**src/rtl/serial_frame_tx.sv**
```systemverilog
// ============================================================================
// Module   : serial_frame_tx
// Function : Framed parallel-to-serial transmitter (start, data, [parity], stop)
//            on an idle-high line. Optional even-parity bit: define PARITY_EN.
// Revision : 1.0 - initial release
// ============================================================================
`default_nettype none

module serial_frame_tx #(
    parameter int NUM_BITS     = 8,
    parameter bit SHIFT_MSB    = 1'b1,
    parameter int CLKS_PER_BIT = 10
) (
    input  logic                clk,
    input  logic                n_rst,
    input  logic [NUM_BITS-1:0] tx_data,
    input  logic                tx_valid,
    output logic                tx_ready,
    output logic                serial_out,
    output logic                tx_busy,
    output logic                tx_done
);

    localparam int CNT_W = $clog2(CLKS_PER_BIT);
    localparam int IDX_W = $clog2(NUM_BITS);
    localparam logic [CNT_W-1:0] c_CNT_LAST = CNT_W'(CLKS_PER_BIT - 1);
    localparam logic [IDX_W-1:0] c_IDX_LAST = IDX_W'(NUM_BITS - 1);

`ifdef PARITY_EN
    typedef enum logic [2:0] {
        IDLE   = 3'd0,
        START  = 3'd1,
        DATA   = 3'd2,
        PARITY = 3'd3,
        STOP   = 3'd4
    } state_t;
`else
    typedef enum logic [1:0] {
        IDLE  = 2'd0,
        START = 2'd1,
        DATA  = 2'd2,
        STOP  = 2'd3
    } state_t;
`endif

    state_t              r_state;
    state_t              w_state_nxt;
    logic [CNT_W-1:0]    r_cnt;
    logic [CNT_W-1:0]    w_cnt_nxt;
    logic [IDX_W-1:0]    r_idx;
    logic [IDX_W-1:0]    w_idx_nxt;
    logic [NUM_BITS-1:0] r_shift;
    logic [NUM_BITS-1:0] w_shift_nxt;
    logic [NUM_BITS-1:0] w_shifted;
    logic                r_ser;
    logic                w_ser_nxt;
    logic                r_done;
    logic                w_done_nxt;
    logic                w_out_bit;
    logic                w_bit_end;
`ifdef PARITY_EN
    logic                r_parity;
    logic                w_parity_nxt;
`endif

    // Shift direction decides which end of the word leaves first; vacated bits fill with 1.
    generate
        if (SHIFT_MSB) begin : g_msb_first
            assign w_out_bit = r_shift[NUM_BITS-1];
            assign w_shifted = {r_shift[NUM_BITS-2:0], 1'b1};
        end else begin : g_lsb_first
            assign w_out_bit = r_shift[0];
            assign w_shifted = {1'b1, r_shift[NUM_BITS-1:1]};
        end
    endgenerate

    assign w_bit_end = (r_cnt == c_CNT_LAST);

    always_comb begin
        w_state_nxt = r_state;
        w_cnt_nxt   = r_cnt;
        w_idx_nxt   = r_idx;
        w_shift_nxt = r_shift;
        w_ser_nxt   = r_ser;
        w_done_nxt  = 1'b0;
`ifdef PARITY_EN
        w_parity_nxt = r_parity;
`endif

        if (r_state != IDLE) begin
            w_cnt_nxt = w_bit_end ? '0 : r_cnt + CNT_W'(1);
        end

        case (r_state)
            IDLE: begin
                if (tx_valid) begin
                    w_state_nxt = START;
                    w_shift_nxt = tx_data;
                    w_cnt_nxt   = '0;
                    w_idx_nxt   = '0;
                    w_ser_nxt   = 1'b0;
`ifdef PARITY_EN
                    w_parity_nxt = ^tx_data;
`endif
                end
            end
            START: begin
                if (w_bit_end) begin
                    w_state_nxt = DATA;
                    w_ser_nxt   = w_out_bit;
                    w_shift_nxt = w_shifted;
                end
            end
            DATA: begin
                if (w_bit_end) begin
                    if (r_idx == c_IDX_LAST) begin
`ifdef PARITY_EN
                        w_state_nxt = PARITY;
                        w_ser_nxt   = r_parity;
`else
                        w_state_nxt = STOP;
                        w_ser_nxt   = 1'b1;
`endif
                    end else begin
                        w_idx_nxt   = r_idx + IDX_W'(1);
                        w_ser_nxt   = w_out_bit;
                        w_shift_nxt = w_shifted;
                    end
                end
            end
`ifdef PARITY_EN
            PARITY: begin
                if (w_bit_end) begin
                    w_state_nxt = STOP;
                    w_ser_nxt   = 1'b1;
                end
            end
`endif
            STOP: begin
                if (w_bit_end) begin
                    w_state_nxt = IDLE;
                    w_done_nxt  = 1'b1;
                end
            end
            default: begin
                w_state_nxt = IDLE;
                w_ser_nxt   = 1'b1;
            end
        endcase
    end

    always_ff @(posedge clk or negedge n_rst) begin
        if (!n_rst) begin
            r_state <= IDLE;
            r_cnt   <= '0;
            r_idx   <= '0;
            r_shift <= '1;
            r_ser   <= 1'b1;
            r_done  <= 1'b0;
`ifdef PARITY_EN
            r_parity <= 1'b0;
`endif
        end else begin
            r_state <= w_state_nxt;
            r_cnt   <= w_cnt_nxt;
            r_idx   <= w_idx_nxt;
            r_shift <= w_shift_nxt;
            r_ser   <= w_ser_nxt;
            r_done  <= w_done_nxt;
`ifdef PARITY_EN
            r_parity <= w_parity_nxt;
`endif
        end
    end

    assign tx_ready   = (r_state == IDLE);
    assign tx_busy    = (r_state != IDLE);
    assign serial_out = r_ser;
    assign tx_done    = r_done;

    a_ready_busy: assert property (@(posedge clk) disable iff (!n_rst) tx_ready != tx_busy);
    a_done_pulse: assert property (@(posedge clk) disable iff (!n_rst) tx_done |=> !tx_done);

endmodule

`default_nettype wire

```
**config.mk**
```make
export PLATFORM = sky130hd
export DESIGN_NAME = serial_frame_tx
export DESIGN_NICKNAME = d
export VERILOG_FILES = /design/src/rtl/serial_frame_tx.sv
export SDC_FILE = /design/constraint.sdc
export NUM_CORES = 1
export LEC_CHECK = 0
export CAP_MARGIN = 0
export CELL_PAD_IN_SITES_DETAIL_PLACEMENT = 1
export CELL_PAD_IN_SITES_GLOBAL_PLACEMENT = 1
export CORE_ASPECT_RATIO = 0.9
export CORE_MARGIN = 2
export CORE_UTILIZATION = 42
export DETAILED_ROUTE_END_ITERATION = 10
export PLACE_DENSITY = 0.82
export REMOVE_ABC_BUFFERS = 1
export SLEW_MARGIN = 15
export SYNTH_ARGS = -nofsm -noshare
export SYNTH_HDL_FRONTEND = slang
export SYNTH_SLANG_ARGS = --single-unit
```
**constraint.sdc**
```tcl
create_clock -name clk -period 2.63 [get_ports clk]
set_clock_uncertainty 0.15 [all_clocks]
set_input_delay 0.526 -clock clk [delete_from_list [all_inputs] [get_ports clk]]
set_output_delay 0.526 -clock clk [all_outputs]
set_load 0.01 [all_outputs]
```
======== Yosys cells after proc, flatten, opt, wreduce, memory -nomap -nowiden ========
Index checks and enable logic that the tools add are counted.
operators by class
  add/sub/neg operators ................... 2
  multiply operators ...................... 0
  divide/modulo/power cells ............... 0
  $lt $le $gt $ge ......................... 0
  equality and inequality tests ........... 11
  shift-type cells ........................ 0
  multiplexer cells ....................... 26
  bitwise logic cells ..................... 0
  reduce and logical (&&, ||, !) cells .... 8
operators with widths
  kind                                                 number
  two-way mux 8 bit                                    4
  one-hot mux 8 bit (3 select lines)                   1
  two-way mux 4 bit                                    4
  inequality test 2 bit, second input constant         6
  two-way mux 2 bit                                    5
  AND reduction 5 bit                                  2
  two-way mux 3 bit                                    3
  one-hot mux 2 bit (4 select lines)                   1
  AND reduction 4 bit                                  2
  two-way mux 1 bit                                    6
  one-hot mux 3 bit (2 select lines)                   1
  adder 4 x 1 -> 4 bit, second input constant          1
  equality test 2 bit, second input constant           2
  equality test 4 bit, second input constant           1
  nonzero test 2 bit                                   2
  adder 3 x 1 -> 3 bit, second input constant          1
  equality test 3 bit, second input constant           1
  one-hot mux 1 bit (3 select lines)                   1
  nonzero test 3 bit                                   1
  equality test 2 x 1 -> 1 bit, second input constant  1
  zero test 2 bit                                      1
storage, ports and cells
  flip-flop bits (word level) ............. 19
  latch bits .............................. 0
  RAM bits ................................ 0
  ROM bits ................................ 0
  bits of input ports ..................... 11
  output and inout port bits .............. 4
  word-level logic and storage cells ...... 53
  memories kept ........................... 0

======== Longest topological paths before layout ========
  depth in word-level cells ............... 5
  gate-level depth with buffers ........... 6
  gate-level depth less buffers ........... 5

======== Worst setup path after synthesis ========
Ideal clock, no wire load.
  kind .................................... reg2reg
  from .................................... register r_state[0]
  to ...................................... register r_shift[1]
  setup time .............................. 82 ps
  data arrival time ....................... 1630 ps
  data required time ...................... 2398 ps
  setup slack ............................. 768 ps
  stages on the path, launching flop included .. 6
  path buffers ............................ 1
  clock period less this slack ............ 1862 ps
  cells stage by stage .................... dfrtp_1 -> inv_1 -> ha_1 -> buf_1 -> mux2_2 -> mux2_2
between the ends
  word-level cells in the longest chain between the ends .. 3
  elaborated cells between the ends (all ways) .. 10
  those cells by class .................... eq/ne: 6; mux: 1; reduce/logical: 3
ends and longest elaborated chain
  what                                                                          RTL line  text
  from (decl)                                                                   46        state_t r_state;
  from (signal assigned)                                                        164       r_state <= w_state_nxt;
  equality test 2 bit, or another cell as far along                             94        case (r_state)
  inequality test 2 bit (no line) / nonzero test 3 bit (equally long branches)  -
  AND reduction 5 bit (no line)                                                 -
  to (signal assigned)                                                          167       r_shift <= w_shift_nxt;
  to (decl)                                                                     52        logic [NUM_BITS-1:0] r_shift;
Parallel ways exist; a longest one is shown, timed or not.
A chain may end at the register's enable or synchronous reset.

======== Worst setup path in the final report ========
  from .................................... register r_state[0]
  to ...................................... output tx_busy
between the ends
  word-level cells in the longest chain between the ends .. 1
ends and longest elaborated chain
  what                RTL line  text
  nonzero test 2 bit  177       assign tx_busy = (r_state != IDLE);
  to (decl)           20        output logic tx_busy,
No other way between the ends.

==> run metrics <==
share of cells above drive strength 1=0.283; EDFF count, synth=0; Initial Utilization=0.456; largest net degree at the start of global routing=20; # IOs=15; Compound-Gate Fraction of Synth Area=0.133; Worst VDD drop=541 µV; met3 usage=0.0433; via count=821; # clock sinks=19; layout net count=139; #FFs+latches synth=19; Buffers on Ports=14; Final period util=0.945; Commonest cells post-synth=15 x mux2_2, 10 x dfrtp_1, 9 x dfstp_2; DIE AREA=3160 µm²; Routed Wire Length=2400 µm; Avg Inst Size Synth=10.9 µm²; ant diodes=0; Mapped Cells=105; area leader, netlist=dfrtp_1; net load switching power=0.662 mW; met2 usage in global routing=0.333; met1 usage=0.215; multi-input logic area=602 µm²; Slew Limit Fails=0; FMAX=402 MHz; sequential element share of the synthesized area=0.425; 1st-iter DRT viols=35; count leader, synth=mux2_2; setup TNS=0 ns; Main synth FF type=dfrtp_1; PD cells=1300 nW/µm²; clock share of power=0.085; multiplexer share of the synthesized area=0.165; worst min path class=flop to flop; Worst Path Required=1.95 ns; Rel. slew slack=0.659; yosys warns=0; Die X=59.0 µm; Yosys cell types=34; H-tree Lvls=1; clk root buf=clkbuf_4; simple-gate share of the synthesized area=0.141; power share of the sequential group=0.355; mapped cell area=1140 µm²; hold slack=0.326 ns; Area Growth Syn to Fin=16.4%; first-pass GRT wire length=4200 µm; Hold Vio Cnt, Final=0; hold buffers post-CTS=0; Synth async-reset ratio=1.00; die height=53.5 µm; vias in the first global route=895; Num CTS Buffers=3; max_cap viols=0; Post-Synth XOR/XNOR Area=0.00765; Worst EP arrival=1.81 ns; Worst-Skew Late Latency=0.30 ns; gr ovfl total=0; Comb pwr share=0.560; Leakage=0.564 nW; Detailed Routing Iterations Pass 1=3; Yosys top cell area share=0.219; post-synthesis adder-cell area fraction=0.0765; GPL Wtd Cong=0.712; remaining antenna violation count=0; vias per inst=5.55; largest cells by area after synthesis=dfrtp_1 22%, dfstp_2 21%, mux2_2 15%, ha_1 7.7%, o21ai_0 3.1%; gr busiest metal=met2; main combinational cell family by area after synthesis=multiplexers; Final setup viols=0; fin crit period=2.49 ns; # DRC=0; Crit. End Element=output pin; Max FO, Critical Path=12; FILL cells=294; DPL Wire Length=1840 µm; Routed WL per cell=16.2 µm; CTS tree=yes; initial antenna violation count=0; RSZ-0062 raised after global routing=false; register area=487 µm²; P_int=1.08 mW; clock buffer depth=2; Overall Global Routing Usage=0.182; startpoint types=flop; status=complete, no violations; Sw Ratio=0.381; area of the core=2510 µm²; Reg2Reg Setup Slack=0.46 ns; Least-Margin Pin Slew=0.512 ns; row count=17; Crit Path Category=flop to output pin; Clk pin slew, worst setup/hold paths=0.11 ns
-- sequential cells by signal, summed over array words and instances, names as in the netlist --
register	flops
r_shift	8
r_cnt	4
tx_done	1
r_state	2
r_idx	3
serial_out	1
-- stage by stage --
| stage | utilization | worst slack, ns | cells | power [mW] | instance area (µm²) |
|---|---|---|---|---|---|
| after floorplan | - | 0.726 | 100 | 1.33 | 1110 |
| after global placement | 0.519 | 0.404 | 144 | 1.52 | 1300 |
| after detailed placement | 0.519 | 0.328 | 144 | 1.61 | 1300 |
| after CTS | 0.531 | 0.136 | 148 | 1.77 | 1330 |
| after global routing | 0.531 | 0.0474 | 148 | 1.89 | 1330 |
| final | 0.531 | 0.144 | 148 | 1.74 | 1330 |
-- per-layer routing --
layer  part of all wire  vias to the layer above  wire, µm
met4             0.0075                        0        18
li1                   -                      404         -
met2               0.52                       12      1240
met1               0.45                      403      1070
met3              0.030                        2        71
met5                  0                        -         0
-- logic make-up after synthesis --
kind of cell	count (synthesis)
xor+xnor	1
buf+inv	12
mux	17
fa+ha+maj	7
compound gates	22
simple gates	27
flops	19
-- worst paths after layout --
path | start | end | depth (start not counted)
hold / removal | r_shift[0] | r_shift[0] | 2
setup / recovery | r_state[0] | tx_busy | 4
min in group asynchronous | n_rst | r_state[1] | 2
max in group asynchronous | n_rst | r_shift[7] | 2
hold reg to reg | r_shift[0] | r_shift[0] | 2
setup reg to reg | r_state[0] | r_shift[7] | 5
-- power by group through the flow --
stage               registers [mW]  clock network, mW  logic (mW)
global route                 0.644              0.169        1.08
floorplan                    0.581                  0       0.751
global placement             0.604                  0       0.919
CTS                          0.620              0.157       0.991
finish                       0.618              0.148       0.973
detailed placement           0.625                  0       0.981
-- critical path, cell delays in order, from the launching register on --
cell and delay, ns:
dfrtp_1 0.46, inv_1 0.11, ha_2 0.33, inv_1 0.12, clkdlybuf4s50_1 0.49
-- layout make-up --
class | count | area share
Timing Repair Buffer | 16 | 0.116
Clock buffer | 3 | 0.0169
Sequential cell | 19 | 0.365
Tap cell | 28 | 0.0263
Clock inverter | 1 | 0.00376
Multi-Input combinational cell | 74 | 0.452
Inverter | 7 | 0.0197
-- what timing repair did --
action / 4_1_cts / 5_1_grt
setup buffers: 0 / 0
gates resized for setup: 1 / 0
endpoints found under the setup margin: 1 / 0
-- cells in the final DEF (no fill, tap or decap), types with 3 or more instances in the layout --
cell type	instances
o21ai_0	7
nand3_1	3
nor2_1	3
mux2_2	15
o221ai_1	3
nor2b_1	4
dfrtp_1	10
inv_1	7
clkbuf_4	3
clkdlybuf4s50_1	14
a21oi_1	3
nand2_1	7
dfstp_2	9
ha_1	6
(Power assumes the default switching activity.)
